**src/rtl/tpu_pkg.sv**
```systemverilog
// Shared address map, CTRL/STATUS bit positions and FSM encoding for the TPU host front end.
package tpu_pkg;

  localparam logic [3:0] ADDR_A0     = 4'd0;
  localparam logic [3:0] ADDR_B0     = 4'd4;
  localparam logic [3:0] ADDR_CTRL   = 4'd8;
  localparam logic [3:0] ADDR_STATUS = 4'd9;
  localparam logic [3:0] ADDR_C0     = 4'd12;

  localparam int CTRL_START = 0;
  localparam int CTRL_CLEAR = 1;

  localparam int STAT_BUSY    = 0;
  localparam int STAT_DONE    = 1;
  localparam int STAT_TIMEOUT = 2;
  localparam int STAT_ERR     = 3;

  typedef enum logic [1:0] {
    IDLE   = 2'd0,
    RUN    = 2'd1,
    FINISH = 2'd2
  } tpu_state_e;

endpackage

```
**src/rtl/tpu_watchdog.sv**
```systemverilog
// Run watchdog: counter cleared on start, counts while enabled, flags the last allowed cycle.
module tpu_watchdog #(
  parameter int TIMEOUT_CYCLES = 32
) (
  input  logic clk,
  input  logic rst_n,
  input  logic clr,
  input  logic en,
  output logic expire
);

  localparam int CW = $clog2(TIMEOUT_CYCLES);
  localparam logic [CW-1:0] LAST = CW'(TIMEOUT_CYCLES - 1);

  logic [CW-1:0] count_q;

  always_ff @(posedge clk or negedge rst_n) begin
    if (!rst_n) begin
      count_q <= '0;
    end else if (clr) begin
      count_q <= '0;
    end else if (en) begin
      count_q <= count_q + 1'b1;
    end
  end

  assign expire = (count_q == LAST);

endmodule

```
**src/rtl/tpu_mmio_ctrl.sv**
```systemverilog
// Register-mapped host front end for tpu_top: operand registers, run FSM with watchdog,
// result capture, status and a completion interrupt.
module tpu_mmio_ctrl
  import tpu_pkg::*;
#(
  parameter int DATA_WIDTH     = 32,
  parameter int DATA_SIZE      = 8,
  parameter int DIM_SIZE       = 4,
  parameter int TIMEOUT_CYCLES = 32
) (
  input  logic                  clk,
  input  logic                  rst_n,
  input  logic                  wr_en,
  input  logic                  rd_en,
  input  logic [3:0]            addr,
  input  logic [DATA_WIDTH-1:0] wdata,
  output logic [DATA_WIDTH-1:0] rdata,
  output logic                  rvalid,
  output logic                  irq,
  output logic [DATA_WIDTH-1:0] rowA0,
  output logic [DATA_WIDTH-1:0] rowA1,
  output logic [DATA_WIDTH-1:0] rowA2,
  output logic [DATA_WIDTH-1:0] rowA3,
  output logic [DATA_WIDTH-1:0] colB0,
  output logic [DATA_WIDTH-1:0] colB1,
  output logic [DATA_WIDTH-1:0] colB2,
  output logic [DATA_WIDTH-1:0] colB3,
  output logic                  go_bit,
  input  logic                  done_bit,
  input  logic [DATA_WIDTH-1:0] rowC0,
  input  logic [DATA_WIDTH-1:0] rowC1,
  input  logic [DATA_WIDTH-1:0] rowC2,
  input  logic [DATA_WIDTH-1:0] rowC3,
  output tpu_state_e            state_dbg
);

  if (DATA_WIDTH != DATA_SIZE * DIM_SIZE || DIM_SIZE != 4) begin : g_bad_geometry
    $error("tpu_mmio_ctrl: DATA_WIDTH must equal DATA_SIZE*DIM_SIZE with DIM_SIZE=4");
  end
  if (TIMEOUT_CYCLES < 2) begin : g_bad_timeout
    $error("tpu_mmio_ctrl: TIMEOUT_CYCLES must be at least 2");
  end

  logic [DATA_WIDTH-1:0] a_q [4];
  logic [DATA_WIDTH-1:0] b_q [4];
  logic [DATA_WIDTH-1:0] c_q [4];
  logic [DATA_WIDTH-1:0] c_in [4];
  logic [DATA_WIDTH-1:0] rd_mux;
  logic [3:0]            status;
  logic                  done_q, timeout_q, err_q;
  tpu_state_e            state_q, state_d;
  logic                  wd_clr, wd_en, wd_expire;
  logic                  busy, is_a, is_b, is_c, is_ctrl, is_status;
  logic                  start_req, start_ok, clear_req, op_wr, cap_done, cap_timeout;

  assign c_in[0] = rowC0;
  assign c_in[1] = rowC1;
  assign c_in[2] = rowC2;
  assign c_in[3] = rowC3;

  // FINISH still counts as busy so operands cannot change until the FSM is back in IDLE.
  assign busy      = (state_q != IDLE);
  assign is_a      = (addr[3:2] == ADDR_A0[3:2]);
  assign is_b      = (addr[3:2] == ADDR_B0[3:2]);
  assign is_c      = (addr[3:2] == ADDR_C0[3:2]);
  assign is_ctrl   = (addr == ADDR_CTRL);
  assign is_status = (addr == ADDR_STATUS);

  assign start_req   = wr_en && is_ctrl && wdata[CTRL_START];
  assign clear_req   = wr_en && is_ctrl && wdata[CTRL_CLEAR];
  assign op_wr       = wr_en && (is_a || is_b);
  assign start_ok    = start_req && (state_q == IDLE);
  assign cap_done    = (state_q == RUN) && done_bit;
  assign cap_timeout = (state_q == RUN) && !done_bit && wd_expire;

  always_ff @(posedge clk or negedge rst_n) begin
    if (!rst_n) state_q <= IDLE;
    else        state_q <= state_d;
  end

  always_comb begin
    state_d = state_q;
    go_bit  = 1'b0;
    irq     = 1'b0;
    wd_en   = 1'b0;
    wd_clr  = start_ok;
    unique case (state_q)
      IDLE: if (start_req) state_d = RUN;
      RUN: begin
        go_bit = 1'b1;
        wd_en  = 1'b1;
        if (done_bit || wd_expire) state_d = FINISH;
      end
      FINISH: begin
        irq     = 1'b1;
        state_d = IDLE;
      end
      default: state_d = IDLE;
    endcase
  end

  assign state_dbg = state_q;

  tpu_watchdog #(.TIMEOUT_CYCLES(TIMEOUT_CYCLES)) u_watchdog (
    .clk    (clk),
    .rst_n  (rst_n),
    .clr    (wd_clr),
    .en     (wd_en),
    .expire (wd_expire)
  );

  // Later statements win: clear first, then error flags, then run start/completion events.
  always_ff @(posedge clk or negedge rst_n) begin
    if (!rst_n) begin
      done_q    <= 1'b0;
      timeout_q <= 1'b0;
      err_q     <= 1'b0;
      for (int i = 0; i < 4; i++) begin
        a_q[i] <= '0;
        b_q[i] <= '0;
        c_q[i] <= '0;
      end
    end else begin
      if (clear_req) begin
        done_q    <= 1'b0;
        timeout_q <= 1'b0;
        err_q     <= 1'b0;
      end
      if ((op_wr || start_req) && busy) err_q <= 1'b1;
      if (start_ok) begin
        done_q    <= 1'b0;
        timeout_q <= 1'b0;
      end
      if (cap_done) begin
        done_q <= 1'b1;
        for (int i = 0; i < 4; i++) c_q[i] <= c_in[i];
      end
      if (cap_timeout) timeout_q <= 1'b1;
      if (op_wr && !busy) begin
        if (is_a) a_q[addr[1:0]] <= wdata;
        else      b_q[addr[1:0]] <= wdata;
      end
    end
  end

  always_comb begin
    status               = '0;
    status[STAT_BUSY]    = busy;
    status[STAT_DONE]    = done_q;
    status[STAT_TIMEOUT] = timeout_q;
    status[STAT_ERR]     = err_q;
  end

  always_comb begin
    rd_mux = '0;
    if (is_a)           rd_mux = a_q[addr[1:0]];
    else if (is_b)      rd_mux = b_q[addr[1:0]];
    else if (is_c)      rd_mux = c_q[addr[1:0]];
    else if (is_status) rd_mux = {{(DATA_WIDTH-4){1'b0}}, status};
  end

  always_ff @(posedge clk or negedge rst_n) begin
    if (!rst_n) begin
      rdata  <= '0;
      rvalid <= 1'b0;
    end else begin
      rvalid <= rd_en;
      if (rd_en) rdata <= rd_mux;
    end
  end

  assign rowA0 = a_q[0];
  assign rowA1 = a_q[1];
  assign rowA2 = a_q[2];
  assign rowA3 = a_q[3];
  assign colB0 = b_q[0];
  assign colB1 = b_q[1];
  assign colB2 = b_q[2];
  assign colB3 = b_q[3];

endmodule

```
**config.mk**
```make
export PLATFORM = sky130hd
export DESIGN_NAME = tpu_mmio_ctrl
export DESIGN_NICKNAME = d
export VERILOG_FILES = /design/src/rtl/tpu_pkg.sv /design/src/rtl/tpu_watchdog.sv /design/src/rtl/tpu_mmio_ctrl.sv
export SDC_FILE = /design/constraint.sdc
export NUM_CORES = 1
export LEC_CHECK = 0
export CELL_PAD_IN_SITES_DETAIL_PLACEMENT = 1
export CELL_PAD_IN_SITES_GLOBAL_PLACEMENT = 1
export CORE_ASPECT_RATIO = 0.5
export CORE_MARGIN = 2
export CORE_UTILIZATION = 40
export CTS_CLUSTER_SIZE = 14
export DETAILED_ROUTE_END_ITERATION = 10
export PLACE_DENSITY_LB_ADDON = 0.2
export SYNTH_ARGS = -nofsm -noshare
export SYNTH_HDL_FRONTEND = slang
export SYNTH_SLANG_ARGS = --single-unit
```
**constraint.sdc**
```tcl
create_clock -name clk -period 2.2 [get_ports clk]
set_input_delay 0.66 -clock clk [delete_from_list [all_inputs] [get_ports clk]]
set_output_delay 0.66 -clock clk [all_outputs]
set_load 0.02 [all_outputs]
```
==> run_results.csv <==
group,metric,value,unit
outcome,outcome,"finished with violations",
outcome,violations,"negative setup slack",
floorplanning,dieHeight,158,um
grt,grt_use_met3,0.0365,
sta,finalCritPeriodShare,1.03,
sta,fin_worst_skew,0.0105,ns
sta,period_minus_slack,2.26,ns
yosys,ys_ff_latch,427,
sta,tightestPinTransition,1.18,ns
sta,rsz0062_at_grt,"yes",
detailed_routing,vias_per_cell,5.43,
yosys,synthesis.area,0.0190,sq mm
yosys,synth_xor_area_frac,0.000460,
yosys,yosys-top-cells-area,"dfrtp_1, mux2_2, mux2i_1",
clocking,clkLatencyLatePin,0.56,ns
yosys,yosysSeqAreaShare,0.562,
cells_and_area,layout_commonest_cell,"dfrtp_1",
clocking,clk_path_buf_depth,3,
worst_setup_path,worstSetupPathType,"in2reg",
yosys,avgSynthCellArea,14.5,sq um
worst_setup_path,critPathArrivalTime,2.70,ns
floorplanning,core,0.0469,sq mm
floorplanning,die_area,0.0494,sq mm
grt,use_met2,0.489,
grt,grt_usage,0.265,
yosys,yosys_warnings,0,
clocking,cts_max_level,2,
cells_and_area,drive_gt1_frac,0.330,
cells_and_area,nNetsFinal,2014,
sta,setup_viol,25,
job,maxCapViolCount,0,
grt,first_global_vias,15300,
pwr,peakVddDrop,521,uV
grt,use_met1,0.324,
grt,grt_pass1_wl,98400,um
place,place_ws,-0.641,ns
yosys,yosysTopAreaCellShare,0.562,
yosys,synth_fp_nets,1483,
detailed_routing,num_vias,13600,
clocking,cts.reportedPaths.clkPinSlew,0.06,ns
detailed_routing,finalWirelength,66400,um
pwr,netSwitchingFraction,0.328,
yosys,synth-adder-area-share,0.00132,
pwr,p_leak,12.5,nW
grt,grt_overflow,0,
pwr,power_switching,8.42,mW
worst_setup_path,critPathLaunchType,"input port",
worst_setup_path,cp.required,2.64,ns
grt,grt_max_degree,79,
worst_setup_path,end_kind,"flop",
detailed_routing,drtAntennaViolNets,0,
pwr,clkPwrFrac,0.276,
cells_and_area,n_fill_cell,4574,
cells_and_area,area_delta_synth_final,39.1,%
grt,antenna_found_initial,0,
floorplanning,placementRows,56,
cells_and_area,top_register,"c_q",
yosys,synth-simple-area-share,0.0304,
sta,hold_viol,0,
sta,whs,0.481,ns
pwr,power_frac_comb,0.292,
yosys,synth-edff-count,0,
clocking,cts-root-buf,"clkbuf_16",
detailed_routing,drc,0,
sta,worst_slack,-0.0564,ns
place,gp_congestion,0.837,
worst_setup_path,cp_max_fo,16,
sta,clock.fmax,443,MHz
cells_and_area,multiInputGateArea,0.00798,sq mm
yosys,synth-async-reset-ratio,1.00,
yosys,yosysUniqueCellTypes,43,
yosys,synthMuxAreaShare,0.334,
pwr,power_density,970,mW/mm^2
yosys,synth-compound-area-share,0.0472,
cells_and_area,seq_area,0.0107,sq mm
cells_and_area,largest_register_ffs,128,
hold_path,hold_class,"reg2reg",
detailed_routing,drt_iter0_markers,745,
place,place.detailed.hpwl,46800,um
sta,slew_violations,0,
place,io_buffers,461,
grt,grt-busiest-layer,"met2",
clocking,cts_tree,"built",
sta,max_slew_margin,0.214,
clocking,cts_buffers,41,
clocking,clock-sinks,427,
detailed_routing,first_pass_iters,4,
detailed_routing,routedWlPerCell,26.4,um
floorplanning,pin_count,462,
pwr,pwr-share-seq,0.432,
yosys,synth.largest_area_cell,"dfrtp_1",
pwr,p_int,17.2,mW
yosys,synth_ff_type,"dfrtp_1",
cells_and_area,layout_common_cells,"dfrtp_1, mux2_2, dlygate4sd2_1, clkdlybuf4s50_1, mux2i_1",
yosys,synthCells,1312,
yosys,synth_top_family_by_area,"multiplexers",
floorplanning,initial_core_util,0.406,
floorplanning,dieWidth,312,um
## through the flow
stage | util | power, mW | cell area (sq um) | TNS, ns | std cells
floorplan | - | 14.9 | 19000 | 0 | 1312
global route | 0.564 | 26.8 | 26500 | -2.50 | 2509
finish | 0.564 | 25.7 | 26500 | -0.995 | 2511
detailed placement | 0.538 | 19.6 | 25200 | -148.43 | 2424
CTS | 0.564 | 25.9 | 26400 | -0.202 | 2508
global placement | 0.538 | 19.2 | 25200 | -142.89 | 2424
## layer usage
layer,wire (um),up-vias
met5,0,-
met4,2080,0
met3,2260,102
met2,35200,290
met1,26800,7332
li1,-,5904
## cells by family (layout without fill, tap and decap cells)
kind of cell / count (synthesis) / in the layout
mux: 543 / 543
flops: 427 / 427
compound gates: 140 / 140
xor+xnor: 1 / 1
buf+inv: 93 / 652
other cells: 0 / 2
simple gates: 106 / 106
fa+ha+maj: 2 / 2
## area by class of cell
class,count,share of cell area
inverters,3,0.000426
diodes,2,0.000189
clock buffers,63,0.0477
clock inverters,8,0.00194
well taps,638,0.0302
repair buffers,578,0.214
flip-flops and latches,427,0.404
multi-input cells,792,0.302
## synth_stat cells, drive strengths merged (3+ instances only)
cell type,count
nor2,13
mux2,390
dfrtp,427
a22oi,57
mux2i,119
inv,3
nand2,37
buf,60
o21ai,33
a221oi,3
mux4,34
nor3,3
a22o,3
a21oi,32
a31oi,4
nor2b,34
nand3,6
clkbuf,30
## final timing paths
| path | to | slack [ns] | cells after the start | from |
|---|---|---|---|---|
| setup / recovery | rowA0[24] | -0.06 | 7 | addr[2] |
| hold / removal | err_q | 0.48 | 1 | err_q |
| setup reg to reg | rowA0[24] | -0.04 | 7 | state_dbg[1] |
| hold reg to reg | err_q | 0.48 | 1 | err_q |
| max in group asynchronous | state_dbg[1] | 0.84 | 3 | rst_n |
| min in group asynchronous | rowA0[20] | 0.60 | 2 | rst_n |
## worst max-delay path: stages
cell and delay, ns:
clkdlybuf4s50_1 0.46, or4_4 0.54, buf_6 0.16, nor3_4 0.15, buf_4 0.15, buf_12 0.17
mux2_2 0.36
## timing repair
action / in CTS / in global routing
pin swaps: 2 / 1
hold buffers: 1 / 0
endpoints found under the setup margin: 354 / 63
cloned: 4 / 0
endpoints found under the hold margin: 1 / 0
gates resized for setup: 320 / 12
buffers inserted: 8 / 1
## power groups by stage
stage	clock (mW)	sequential, mW	combinational [mW]
finish	7.08	11.1	7.49
global route	7.55	11.3	7.91
CTS	7.24	11.1	7.57
floorplan	0	12.3	2.65
global placement	0	11.1	8.12
detailed placement	0	11.3	8.34
Note: power is estimated with default switching activity, not from simulation.
